`src/rtl/n4_pipe_arbiter.sv`:
```
// n4_pipe_arbiter: shares one fixed-latency pipelined unit among NREQ requesters and routes results back by tag.
// Define N4_ARB_RR_EN for round-robin arbitration; left undefined, the lowest requesting index always wins.
module n4_pipe_arbiter #(
    parameter int WIDTH   = 16,
    parameter int LATENCY = 6,
    parameter int NREQ    = 4
) (
    input  logic                         clk,
    input  logic                         rst_n,
    input  logic                         en,
    input  logic [NREQ-1:0]              req,
    input  logic [NREQ*WIDTH-1:0]        req_data,
    output logic [NREQ-1:0]              gnt,
    output logic                         pu_valid,
    output logic [WIDTH-1:0]             pu_din,
    input  logic [WIDTH-1:0]             pu_dout,
    output logic [NREQ-1:0]              rsp_valid,
    output logic [WIDTH-1:0]             rsp_data,
    output logic [$clog2(LATENCY+2)-1:0] inflight,
    output logic                         busy
);
    localparam int IW = $clog2(NREQ);
    localparam int CW = $clog2(LATENCY+2);

    logic [IW-1:0]    winner;
    logic             found;
    logic             accept;
    logic             ret;
    logic [LATENCY:0] tag_valid;
    logic [IW-1:0]    tag_id [LATENCY+1];

`ifdef N4_ARB_RR_EN
    logic [IW-1:0] ptr;
    logic [IW-1:0] wrap_winner;
    logic          wrap_found;

    // Lowest request at or above the pointer wins; otherwise wrap to the lowest request overall.
    always_comb begin
        winner      = '0;
        found       = 1'b0;
        wrap_winner = '0;
        wrap_found  = 1'b0;
        for (int i = NREQ-1; i >= 0; i--) begin
            if (req[i]) begin
                wrap_winner = IW'(i);
                wrap_found  = 1'b1;
                if (i >= int'(ptr)) begin
                    winner = IW'(i);
                    found  = 1'b1;
                end
            end
        end
        if (!found) begin
            winner = wrap_winner;
            found  = wrap_found;
        end
    end

    always_ff @(posedge clk or negedge rst_n) begin
        if (!rst_n) begin
            ptr <= '0;
        end else if (accept) begin
            ptr <= (winner == IW'(NREQ-1)) ? '0 : winner + IW'(1);
        end
    end
`else
    always_comb begin
        winner = '0;
        found  = 1'b0;
        for (int i = NREQ-1; i >= 0; i--) begin
            if (req[i]) begin
                winner = IW'(i);
                found  = 1'b1;
            end
        end
    end
`endif

    // Grant is forced off during reset so nothing is accepted while state is being cleared.
    always_comb begin
        gnt = '0;
        if (rst_n && en && found) begin
            gnt[winner] = 1'b1;
        end
    end

    assign accept = |(req & gnt);
    assign ret    = tag_valid[LATENCY];
    assign busy   = (inflight != '0);

    always_ff @(posedge clk or negedge rst_n) begin
        if (!rst_n) begin
            pu_valid  <= 1'b0;
            pu_din    <= '0;
            rsp_valid <= '0;
            rsp_data  <= '0;
            tag_valid <= '0;
            inflight  <= '0;
            for (int k = 0; k <= LATENCY; k++) begin
                tag_id[k] <= '0;
            end
        end else begin
            pu_valid <= accept;
            if (accept) begin
                pu_din <= req_data[int'(winner)*WIDTH +: WIDTH];
            end

            // The tag pipeline runs one stage longer than the unit so the tail lines up with pu_dout.
            tag_valid <= {tag_valid[LATENCY-1:0], accept};
            tag_id[0] <= winner;
            for (int k = 1; k <= LATENCY; k++) begin
                tag_id[k] <= tag_id[k-1];
            end

            rsp_valid <= '0;
            if (ret) begin
                rsp_valid[tag_id[LATENCY]] <= 1'b1;
                rsp_data                   <= pu_dout;
            end

            case ({accept, ret})
                2'b10:   inflight <= inflight + CW'(1);
                2'b01:   inflight <= inflight - CW'(1);
                default: inflight <= inflight;
            endcase
        end
    end
endmodule

```
`config.mk`:
```
export PLATFORM = sky130hd
export DESIGN_NAME = n4_pipe_arbiter
export DESIGN_NICKNAME = d
export VERILOG_FILES = /design/src/rtl/n4_pipe_arbiter.sv
export SDC_FILE = /design/constraint.sdc
export NUM_CORES = 1
export LEC_CHECK = 0
export ABC_AREA = 1
export BUFFER_PORTS_ARGS = -buffer_cell sky130_fd_sc_hd__buf_2
export CAP_MARGIN = 25
export CORE_MARGIN = 8
export CORE_UTILIZATION = 42
export CTS_CLUSTER_SIZE = 28
export DETAILED_ROUTE_END_ITERATION = 10
export PLACE_DENSITY = 0.77
export SLEW_MARGIN = 25
export SYNTH_ARGS = -nofsm -noshare
export SYNTH_HDL_FRONTEND = slang
export SYNTH_SLANG_ARGS = --single-unit
```
`constraint.sdc`:
```
create_clock -name clk -period 1.3 [get_ports clk]
set_input_delay 0.065 -clock clk [delete_from_list [all_inputs] [get_ports clk]]
set_output_delay 0.065 -clock clk [all_outputs]
set_load 0.05 [all_outputs]
```
==> results of run 1 <==
per-stage QoR:
step           utilization (%)  instances  setup slack [ps]  setup TNS, ps
3_5_place_dp              54.5        551              -176           -671
6_report                  60.5        584             -32.9          -32.9
4_1_cts                   60.4        583             -43.5          -43.5
2_1_floorplan                -        343              -209           -311
5_1_grt                   60.5        584              -108           -108
3_3_place_gp              54.5        551              -136           -336
worst min-delay path, stage by stage:
cell and delay [ps]:
sky130_fd_sc_hd__buf_2 110, sky130_fd_sc_hd__buf_4 110, sky130_fd_sc_hd__buf_4 580
logic make-up after synthesis:
logic type | after synthesis | synth area share, %
and+or+nand+nor | 197 | 31.7
adders and majority gates | 2 | 1.16
buffers and inverters | 62 | 9.47
xor gates and xnor gates | 2 | 0.622
DFF | 60 | 53.3
AOI/OAI and AO/OA | 20 | 3.69
power by group:
group          switching, mW  internal (mW)
combinational           1.42          0.547
sequential             0.132           2.12
clock                  0.747           1.09
flip-flops by register name, summed over array words and instances, names as in the netlist:
name	flops
tag_id	14
tag_valid	7
inflight	3
pu_din	16
rsp_valid	4
rsp_data	16
path summary, 6_finish.rpt:
kind	start	end	depth (start not counted)
min reg2reg	tag_valid[2]$_DFF_PN0_	tag_valid[3]$_DFF_PN0_	0
min in group clk	req_data[23]	pu_din[7]$_DFFE_PN0P_	5
max	tag_valid[6]$_DFF_PN0_	inflight[2]$_DFFE_PN0P_	6
min	rst_n	pu_din[0]$_DFFE_PN0P_	3
max reg2reg	tag_valid[6]$_DFF_PN0_	inflight[2]$_DFFE_PN0P_	6
max in group asynchronous	rst_n	inflight[1]$_DFFE_PN0P_	3
synthesized netlist by cell type (3+ instances only):
| cell | number | area [um^2] |
|---|---|---|
| sky130_fd_sc_hd__buf_4 | 3 | 22.5 |
| sky130_fd_sc_hd__clkbuf_1 | 6 | 22.5 |
| sky130_fd_sc_hd__nand2_1 | 68 | 255 |
| sky130_fd_sc_hd__dfrtp_1 | 60 | 1500 |
| sky130_fd_sc_hd__nor3_1 | 4 | 20.0 |
| sky130_fd_sc_hd__buf_2 | 6 | 30.0 |
| sky130_fd_sc_hd__inv_1 | 42 | 158 |
| sky130_fd_sc_hd__a21oi_1 | 17 | 85.1 |
| sky130_fd_sc_hd__inv_2 | 3 | 11.3 |
| sky130_fd_sc_hd__nand3_1 | 81 | 405 |
| sky130_fd_sc_hd__nor2_1 | 35 | 131 |
| sky130_fd_sc_hd__nand2_2 | 3 | 18.8 |
layer usage:
layer / GRT usage, % / vias to the layer above / share of wire [%]
met5: 0 / - / 0.15
met4: 8.15 / 2 / 2.3
met3: 7.18 / 23 / 9.9
met2: 29.1 / 180 / 44
met1: 23.5 / 1293 / 44
li1: - / 1399 / -
timing repair:
item	4_1_cts	5_1_grt
endpoints found under the hold margin	16	0
gates resized for setup	2	2
gates cloned	0	1
hold buffers	16	0
pin swaps	2	1
endpoints found under the setup margin	5	22
cell type report:
cell class / instances / share of cell area (%)
flip-flops and latches: 60 / 37.4
multi-input cells: 221 / 26.9
repair buffers: 161 / 23.2
inverters: 45 / 4.29
clock buffers: 9 / 3.08
well taps: 80 / 2.49
clock inverters: 7 / 2.46
repair inverters: 1 / 0.187
==> results list, run 1 <==
- The routed design could run at a clock period as short as between 1000 and 1500 ps.
* Crit path launch type: register
- Largest net degree at the start of global routing: 61
* Post-route worst hold slack: approximately 26 ps
- Most common flop cell mapped by yosys: sky130_fd_sc_hd__dfrtp_1
* Count of antenna diodes in the layout: 0
- Cell Rows: 30
- The final layout contains approximately 590 nets.
* Result of the run: finished with violations
* Total vias in the final route: 2897
- Of the cells placed in the final design, the portion with a size suffix greater than 1 is a little over a third.
- Die outline area: ~9600 um^2
* Via count of the first global-routing pass: roughly 3100
* Data arrival time of the critical path: roughly 1600 ps
* Maximum fanout count along the critical path: 2
- The clock passes through at most 2 buffers.
- IO Port Bufs: 131
- The die is ~98 um wide.
* Mapped Cells: roughly 340
* Max Cap Violations: 0
- The final layout contains routed wiring with a total length of roughly 8600 um.
- Longest individual stage delay on the worst path: about 380 ps
* Most frequent cells in the layout: sky130_fd_sc_hd__buf_2 (131), sky130_fd_sc_hd__nand3_1 (81), sky130_fd_sc_hd__nand2_1 (68)
- In this run the post-CTS setup repair buffer count came out at 0.
- Max-slew headroom at the worst pin: between 50% and 60%
- VDD sags by at most between 0.5 and 0.6 mV.
* Number of detailed-route iterations in the first pass: 5
* LEAKAGE: roughly 2.3 nW
- Total design power: 6.05 mW
- Overall routing resource usage: between 10% and 20%
- The layout has about 570 filler cells.
* Routed length per placed instance: ~15 um
* Leading cell type in the layout, fill and taps excluded: sky130_fd_sc_hd__buf_2
- Via count normalized by instance count: slightly below 5
- Synthesis inferred 60 register bits.
* Die Y-Extent: between 90 and 100 um
- Clock-pin slew reported for the worst setup and hold paths after clock tree synthesis: 70 ps
- Cells traversed along the worst timing path: ha_4 > inv_2 > fa_2 > a21oi_2 > o21ai_1 > xor2_1
- When the netlist entered floorplanning its net count stood at 432.
- Category of the worst setup path capture point: register
- Timing would allow up to between 0.7 and 0.8 GHz.
* Number of synthesized flops with an enable pin: 0
* Standard cell with the maximum stage delay on the critical path: sky130_fd_sc_hd__dfrtp_1
- Setup slack on the worst flop-to-flop path: -30 ps
* Final Hold Viols: 0
- Global route overflow: 0
* Gp weighted congestion: approximately 0.95
* Synth warn: 0
- Number of sinks handled by clock tree synthesis: 60
- The clock reaches the later pin of the worst-skew pair after between 300 and 400 ps.
* Clk root buf: sky130_fd_sc_hd__clkbuf_8
- The placed instances occupy a cell area of ~3600 um^2.
- The multi-input combinational cells in the finished layout cover a total of ~1100 um^2.
- HPWL after DPL: between 6000 and 7000 um
* Final Max Tran Viols: 0
- After the first detailed-routing iteration, the DRC count stood at between 100 and 150.
- In this run the power density over the cells is 1500 nW/um^2.
- A synthesized cell averages between 8 and 9 um^2.
- The H-tree generated during clock tree synthesis spans 3 levels.
- For this configuration, the core starts out at a cell density of between 40 and 50%.
* Setup repair after global routing missed its margin: yes
* Num CTS Buffers: 9
* Cell area after synthesis: 2820 um^2
- Residual DRC count: 0
- Async set or reset register ratio after synthesis: 100%
- The finished cells cover just over 4000 um^2.
- The area growth from synthesis to layout is 42.9%.
- Top delay family on crit path: adder cells
- Final clock period utilization by the worst path: 103%
- For the pin with the worst max-slew slack, the measured transition is 720 ps.
* Violated checks: setup timing
- Worst clock skew on the final layout: approximately 6.5 ps
- The detail route stage leaves a number of antenna-violating nets equal to 0.
- Post-synthesis sequential area ratio: ~53%
* Startpoint-to-endpoint class of the critical path: register to register
- Number of distinct standard cells referenced by the synthesized netlist: 23
- The first global-routing pass estimated between 15000 and 20000 um of wire.
- Required time worst endpoint: around 1500 ps
- Worst Path Buf+Inv: 1
- Hold Path Class: input pin to asynchronous set/reset pin
* Final setup fails: 1
* Area taken by flip-flops and latches: 1500 um^2
- Pin placement for this block handled roughly 130 I/O pins.
- Antenna violations before repair: 1
- Core Box Area: about 6600 um^2
- Worst Setup Slack, final: -32.9 ps
- TritonCTS clock tree: built
No activity file was read; power rests on OpenSTA's default activity.
==> run 2: changes to the inputs <==
CORE_ASPECT_RATIO = 0.8   (was not set)
REMOVE_ABC_BUFFERS = 1   (was not set)
==> run 2 against run 1 <==
  * The run still ends with setup timing left
  * Via count up 1.5%
  * Cell count up 1.5%
  * Wire length up 2.8%
  * Hold slack better by 33 ps
  * Core utilization up 2.3 points
  * Largest cell class unchanged
  * Count of clock-buffer cells in the layout up 2
  * Power up 1.3%
  * Global-route usage up 0.17 points
  * Highest routed layer unchanged
  * Sequential share of layout area down 0.30 points
  * Fmax down 0.56%
==> results list, run 2 (same netlist as run 1, synthesis figures left out) <==
- Result of the run: finished with violations
- The final reports fail on setup timing.
* Area of the multi-input gates: 1060 um^2 (-2.1%)
* Worst Path Buf+Inv: 1 (unchanged)
- Required time worst endpoint: 1520 ps (about the same)
- In the layout the commonest cells are sky130_fd_sc_hd__buf_2 (131), sky130_fd_sc_hd__nand3_1 (81), sky130_fd_sc_hd__nand2_1 (68).
* Max Cap Violations: 0 (unchanged)
- The last weighted congestion value of the routability-driven placer is 0.844 (-11%).
- Hold Path Class: input pin to asynchronous set/reset pin
- The overall die area is 9590 um^2 (+0.17%).
* Final Max Tran Viols: 0 (unchanged)
- The insertion delay of the later-clocked pin in the worst-skew pair was 330 ps (about the same).
- The site row count came to 26 (-13%).
- LEAKAGE: 2.30 nW (+1.4%)
* CTS H-Tree Depth: 3 (unchanged)
- The remaining antenna violation count is 0 (unchanged).
- Num CTS Buffers: 9 (unchanged)
- Most used routing layer in global routing: met2
- The number of nets in the layout came to 593 (+0.85%).
* Final core utilization: 62.9% (+2.3 points)
- The met2 layer usage reported by global route came to 30.6% (+1.5 points).
- The initial antenna violation count is 1 (unchanged).
- The worst setup path is launched from a register.
- Met3 track demand over resource: 9.87% (+2.7 points)
- TritonCTS built the clock tree.
- Residual DRC count: 0 (unchanged)
- The core area came to 6440 um^2 (-3.1%).
- The horizontal extent of the die came to 108 um (+9.9%).
- Startpoint-to-endpoint class of the critical path: register to register
- The library cell used most frequently in the layout, excluding fill and tap cells, is sky130_fd_sc_hd__buf_2.
- The number of buffers on the longest clock path is 2 (unchanged).
* Achievable frequency: 0.746 GHz (-0.56%)
- The total overflow reported by the global router was 0 (unchanged).
- The cell family contributing the most delay on the critical path is adder cells.
- Slew at the pin with the worst max-slew slack: 751 ps (+31.8 ps)
* Final setup fails: 1 (unchanged)
- HPWL after DPL: 6440 um (+2.1%)
* Global routing met1 resource utilization: 22.0% (-1.6 points)
- Maximum fanout count along the critical path: 2 (unchanged)
* Via count of the first global-routing pass: 3149 (+0.41%)
- The overall die height is 89.2 um (-8.8%).
- The largest net degree at the start of global routing was 61 (unchanged).
- Setup repair after global routing missed its margin: yes
- Data arrival time of the critical path: 1560 ps (about the same)
- Number of sinks handled by clock tree synthesis: 60 (unchanged)
* IO Port Bufs: 131 (unchanged)
* Clk root buf: sky130_fd_sc_hd__clkbuf_8
- Cells traversed along the worst timing path: ha_2 > inv_2 > fa_2 > a21oi_2 > o21ai_1 > xor2_1
- The worst stage delay on the critical path came to 350 ps (-30 ps).
- The design area is 4050 um^2 (+0.65%).
- The worst vdd rail ir drop came to 0.584 mV (+13%).
- The worst clock skew on the final layout was 10.2 ps (+3.67 ps).
* First-pass GRT wire length: 14500 um (-4.0%)
- Area taken by flip-flops and latches: 1500 um^2 (-0.17%)
* Min Clock Period, post-route: 1340 ps (+7.56 ps)
* Starting density of the core: 43.7% (+1.3 points)
- In the final layout, the registers with the most flip-flops are pu_din x16, rsp_data x16, tag_id x14.
- Share of cells above drive strength 1: 36.0% (-0.36 points)
- Total vias in the final route: 2941 (+1.5%)
- The number of hold violations in the final report came to 0 (unchanged).
- The final critical-path share of the clock period came to 103% (+0.58 points).
* Routed length per placed instance: 14.9 um (+1.2%)
- Fillers: 559 (-2.3%)
- Standard cell with the maximum stage delay on the critical path: sky130_fd_sc_hd__dfrtp_1
- The count of boundary I/O pins came to 132 (unchanged).
- Power per cell area: 1510 nW/um^2 (+0.67%)
- The total routed wirelength is 8840 um (+2.8%).
* Syn-to-layout area delta: 43.8%
- The clock transition at the registers of the reported paths is 70 ps (about the same).
- Count of antenna diodes in the layout: 0 (unchanged)
* Worst Setup Slack, final: -40.4 ps (-7.56 ps)
* Category of the worst setup path capture point: register
- The post-place instance area was 3640 um^2 (+0.55%).
- Via count normalized by instance count: 4.96 (about the same)
- DRC marker count from the first detailed-route iteration: 142 (+33%)
- The first-pass iteration count of the detailed router came to 4 (-1).
- Overall routing resource usage: 19.2% (+0.17 points)
- The worst slack after detailed placement came to -270 ps (-93.2 ps).
* Max-slew headroom at the worst pin: 49.9% (-2.1 points)
run 2: cell count changes in the layout (fill, tap and decap cells not counted), moves of 2 or more:
cell	change
sky130_fd_sc_hd__clkbuf_8	+2
sky130_fd_sc_hd__buf_4	+6
sky130_fd_sc_hd__nor4_2	-2
sky130_fd_sc_hd__dfrtp_1	+2
sky130_fd_sc_hd__dfrtp_2	-2
sky130_fd_sc_hd__nor4_1	+2
run 2: power by group:
| part | switching [mW] | internal (mW) |
|---|---|---|
| registers | 0.122 | 2.11 |
| logic | 1.41 | 0.571 |
| clock network | 0.728 | 1.19 |
| total | 2.26 | 3.87 |
run 2: through the flow:
stage	TNS, ps	hold WS [ps]	std cells	power (mW)
floorplan	-1730	-231	326	3.50
global route	-105	105	593	6.43
finish	-40.4	58.5	593	6.13
CTS	-29.9	78.7	593	6.16
detailed placement	-2150	277	561	4.18
global placement	-1450	271	561	4.14
run 2: metal layers:
layer	wire, um	share of wire, %
met1	3760	43
met2	3950	45
met3	986	11
met4	127	1.4
met5	13	0.15
run 2: area by class of cell:
cell class / count / area share, %
repair buffers: 167 / 24.2
clock buffers: 11 / 3.74
flip-flops and latches: 60 / 37.1
well taps: 84 / 2.60
multi-input cells: 221 / 26.2
clock inverters: 5 / 2.07
inverters: 45 / 4.17
run 2: what timing repair did:
action | in CTS | in global routing
endpoints found under the hold margin | 16 | 0
gates resized for setup | 4 | 3
hold buffers | 16 | 0
pin swaps | 1 | 1
setup endpoints to repair | 1 | 2
buffers inserted | 0 | 0
run 2: final timing paths:
path	end	start	slack, ps	cells after the start
worst min register to register	tag_valid[3]$_DFF_PN0_	tag_valid[2]$_DFF_PN0_	350	0
worst min-delay path	pu_din[3]$_DFFE_PN0P_	rst_n	60	3
max in group asynchronous	tag_id[11]$_DFF_PN0_	rst_n	730	3
worst max register to register	inflight[2]$_DFFE_PN0P_	tag_valid[6]$_DFF_PN0_	-40	6
worst max-delay path	inflight[2]$_DFFE_PN0P_	tag_valid[6]$_DFF_PN0_	-40	6
min in group clk	pu_din[10]$_DFFE_PN0P_	req_data[26]	90	5
run 2: tightest hold or removal path, cell delays in order:
cell                    delay (ps)
sky130_fd_sc_hd__buf_2         140
sky130_fd_sc_hd__buf_4         120
sky130_fd_sc_hd__buf_4         570
==> run 3: changes to the inputs <==
PLACE_DENSITY = 0.76   (was 0.77)
==> run 3 against run 2 <==
  * The flow still finishes with violations (setup timing)
  * Die area is the same
  * Clock power fell by 14%
  * Core utilization down 0.89 points
  * Power fell by 3.8%
  * Critical path depth unchanged
  * Via count is 1.7% lower
  * Highest routed layer is now met4
==> results list, run 3 (same netlist as run 1, synthesis figures left out) <==
- Net count reported at finish: 591 (-0.34%)
- Antenna violations before repair: 0 (-1)
- The slew of the pin with the lowest slew margin is 761 ps (+9.85 ps).
- The horizontal extent of the die was 108 um (unchanged).
- Setup slack on the worst flop-to-flop path: -100 ps (-60 ps)
- The core area came to 6440 um^2 (unchanged).
- The slowest stage of the critical path is the sky130_fd_sc_hd__dfrtp_1 cell.
- The count of input and output buffers came to 131 (unchanged).
- Die outline area: 9590 um^2 (unchanged)
- The ratio of routed vias to standard cells came to 4.89 (-1.3%).
* Final clock period utilization by the worst path: 108% (+4.9 points)
- Required time worst endpoint: 1510 ps (about the same)
- Buffer count from post-CTS setup fixing: 0 (unchanged)
- The summed negative setup slack over all endpoints is -104 ps (-63.8 ps).
- TritonCTS clock tree: built
- Overall routing resource usage: 19.4% (+0.17 points)
- The count of endpoints failing setup in the final report is 1 (unchanged).
- The number of maximum-capacitance constraint violations came to 0 (unchanged).
* Max VDD drop: 0.664 mV (+14%)
- Largest net degree at the start of global routing: 61 (unchanged)
- The number of remaining DRC errors is 0 (unchanged).
- Cell count along the critical path: 6 (unchanged)
* Achievable frequency: 0.712 GHz (-4.5%)
- The clock sink count came to 60 (unchanged).
* Syn-to-layout area delta: 41.8%
* Violated checks: setup timing
* Leading cell type in the layout, fill and taps excluded: sky130_fd_sc_hd__buf_2
- Reg2Reg Launch Point: tag_valid[6]$_DFF_PN0_
* Gp weighted congestion: 0.833 (-1.3%)
- Leaving out fill and tap cells, the most frequent cells in the layout are sky130_fd_sc_hd__buf_2 (129), sky130_fd_sc_hd__nand3_1 (81), sky130_fd_sc_hd__nand2_1 (68).
- The static leakage power was 2.27 nW (-1.2%).
- The design area came to 3990 um^2 (-1.4%).
* Leading registers by flop count: pu_din x16, rsp_data x16, tag_id x14
- Share of cells above drive strength 1: 35.5% (-0.45 points)
- Data arrival time of the critical path: 1620 ps (+60 ps)
- The final critical-path setup slack is -104 ps (-63.8 ps).
- Startpoint-to-endpoint class of the critical path: register to register
- The number of hold violations in the final report came to 0 (unchanged).
* Maximum fanout count along the critical path: 2 (unchanged)
* Power per cell area: 1480 nW/um^2 (-2.4%)
* Count of antenna diodes in the layout: 0 (unchanged)
- The site row count came to 26 (unchanged).
* Num CTS Buffers: 9 (unchanged)
- CTS H-Tree Depth: 3 (unchanged)
- The worst stage delay on the critical path came to 360 ps (about the same).
- Total design power: 5.90 mW (-3.8%)
- The worst max-slew margin expressed relative to the limit was 49.3% (-0.66 points).
- Antenna Nets Post-Route: 0 (unchanged)
* Starting density of the core: 43.7% (unchanged)
- Crit path launch type: register
- The detailed placement HPWL is 6260 um (-2.9%).
* Via count of the first global-routing pass: 3163 (+0.44%)
- Clk Latency, worst-skew pair: 330 ps (about the same)
- The signal on the critical path passes through ha_1 > inv_2 > fa_2 > a21oi_2 > o21ai_1 > xor2_1.
- The overall die height is 89.2 um (unchanged).
- The total routed wirelength was 8730 um (-1.2%).
* Global route overflow: 0 (unchanged)
* Routed length per placed instance: 14.8 um (-0.89%)
- The number of DRC markers after the initial detailed-route iteration came to 114 (-20%).
* Fillers: 547 (-2.1%)
- Top delay family on crit path: adder cells
- The worst clock skew on the final layout is 2.06 ps (-8.10 ps).
- Setup repair after global routing missed its margin: yes
- Hold Path Class: input pin to asynchronous set/reset pin
- Clock-pin slew reported for the worst setup and hold paths after clock tree synthesis: 70 ps (about the same)
- Final Max Tran Viols: 0 (unchanged)
- The number of buffers on the longest clock path was 2 (unchanged).
- The final critical-path required period is 1400 ps (+63.8 ps).
* Clk root buf: sky130_fd_sc_hd__clkbuf_8
* Result of the run: finished with violations
- Number of cell instances on the worst register-to-register path: 6 (unchanged)
* Worst Path Buf+Inv: 1 (unchanged)
* Category of the worst setup path capture point: register
- Top Ports: 132 (unchanged)
* Total vias in the final route: 2892 (-1.7%)
- The wire length of the first global-routing pass is 14600 um (+0.62%).
- The first-pass iteration count of the detailed router is 5 (+1).
- Cell area after placement: 3610 um^2 (-0.76%)
* Critical register-to-register path endpoint: inflight[2]$_DFFE_PN0P_
==> run 3: cell types whose count changed in the layout (fill, tap and decap cells not counted), sizes merged <==
cell      delta
buf          -2
clkbuf       -2
inv          +2
bufinv       -1
clkinvlp     +1
==> run 3: worst max path at each step <==
stage,to,from
after floorplan,inflight[2]$_DFFE_PN0P_,req[0]
after global placement,inflight[2]$_DFFE_PN0P_,req[3]
after detailed placement,inflight[2]$_DFFE_PN0P_,req[3]
after CTS,inflight[2]$_DFFE_PN0P_,tag_valid[6]$_DFF_PN0_
after global routing,inflight[2]$_DFFE_PN0P_,tag_valid[6]$_DFF_PN0_
final,inflight[2]$_DFFE_PN0P_,tag_valid[6]$_DFF_PN0_
==> run 3: layout make-up <==
cell class	count	area [um^2]	area share [%]
sequential	60	1500	37.6
tap	84	105	2.63
timing repair buffer	165	960	24.0
clock inverter	7	75.1	1.88
inverter	45	169	4.23
multi-input combinational	221	1060	26.5
clock buffer	9	124	3.10
==> run 3: stage by stage <==
stage | utilization (%) | hold WS, ps | setup slack, ps | instances
floorplan | - | -231 | -554 | 326
global placement | 56.1 | 277 | -231 | 559
detailed placement | 56.1 | 278 | -303 | 559
CTS | 61.9 | 31.2 | -72.7 | 591
global route | 62.0 | 89.3 | -149 | 591
finish | 62.0 | 23.2 | -104 | 591
==> run 3: routing by layer <==
metal  GRT usage [%]  routed length, um  vias to the layer above
li1                -                  -                     1411
met1            21.3               3620                     1310
met2            33.3               4030                      156
met3            7.93                950                       15
met4            7.16                123                        0
met5               0                  0                        -
==> run 3: what timing repair did <==
item,CTS,global route
gates resized for setup,7,3
hold buffers,16,0
pin swaps,2,0
endpoints found under the hold margin,16,0
endpoints found under the setup margin,3,4
==> run 3: where the power goes <==
part           internal, mW  total (mW)  switching (mW)
Combinational         0.583        2.00            1.41
Clock                 0.893        1.65           0.760
Sequential             2.11        2.24           0.132
==> run 3: worst min-delay path, stage by stage <==
cell and delay (ps):
sky130_fd_sc_hd__buf_2 110, sky130_fd_sc_hd__buf_4 110, sky130_fd_sc_hd__buf_4 570
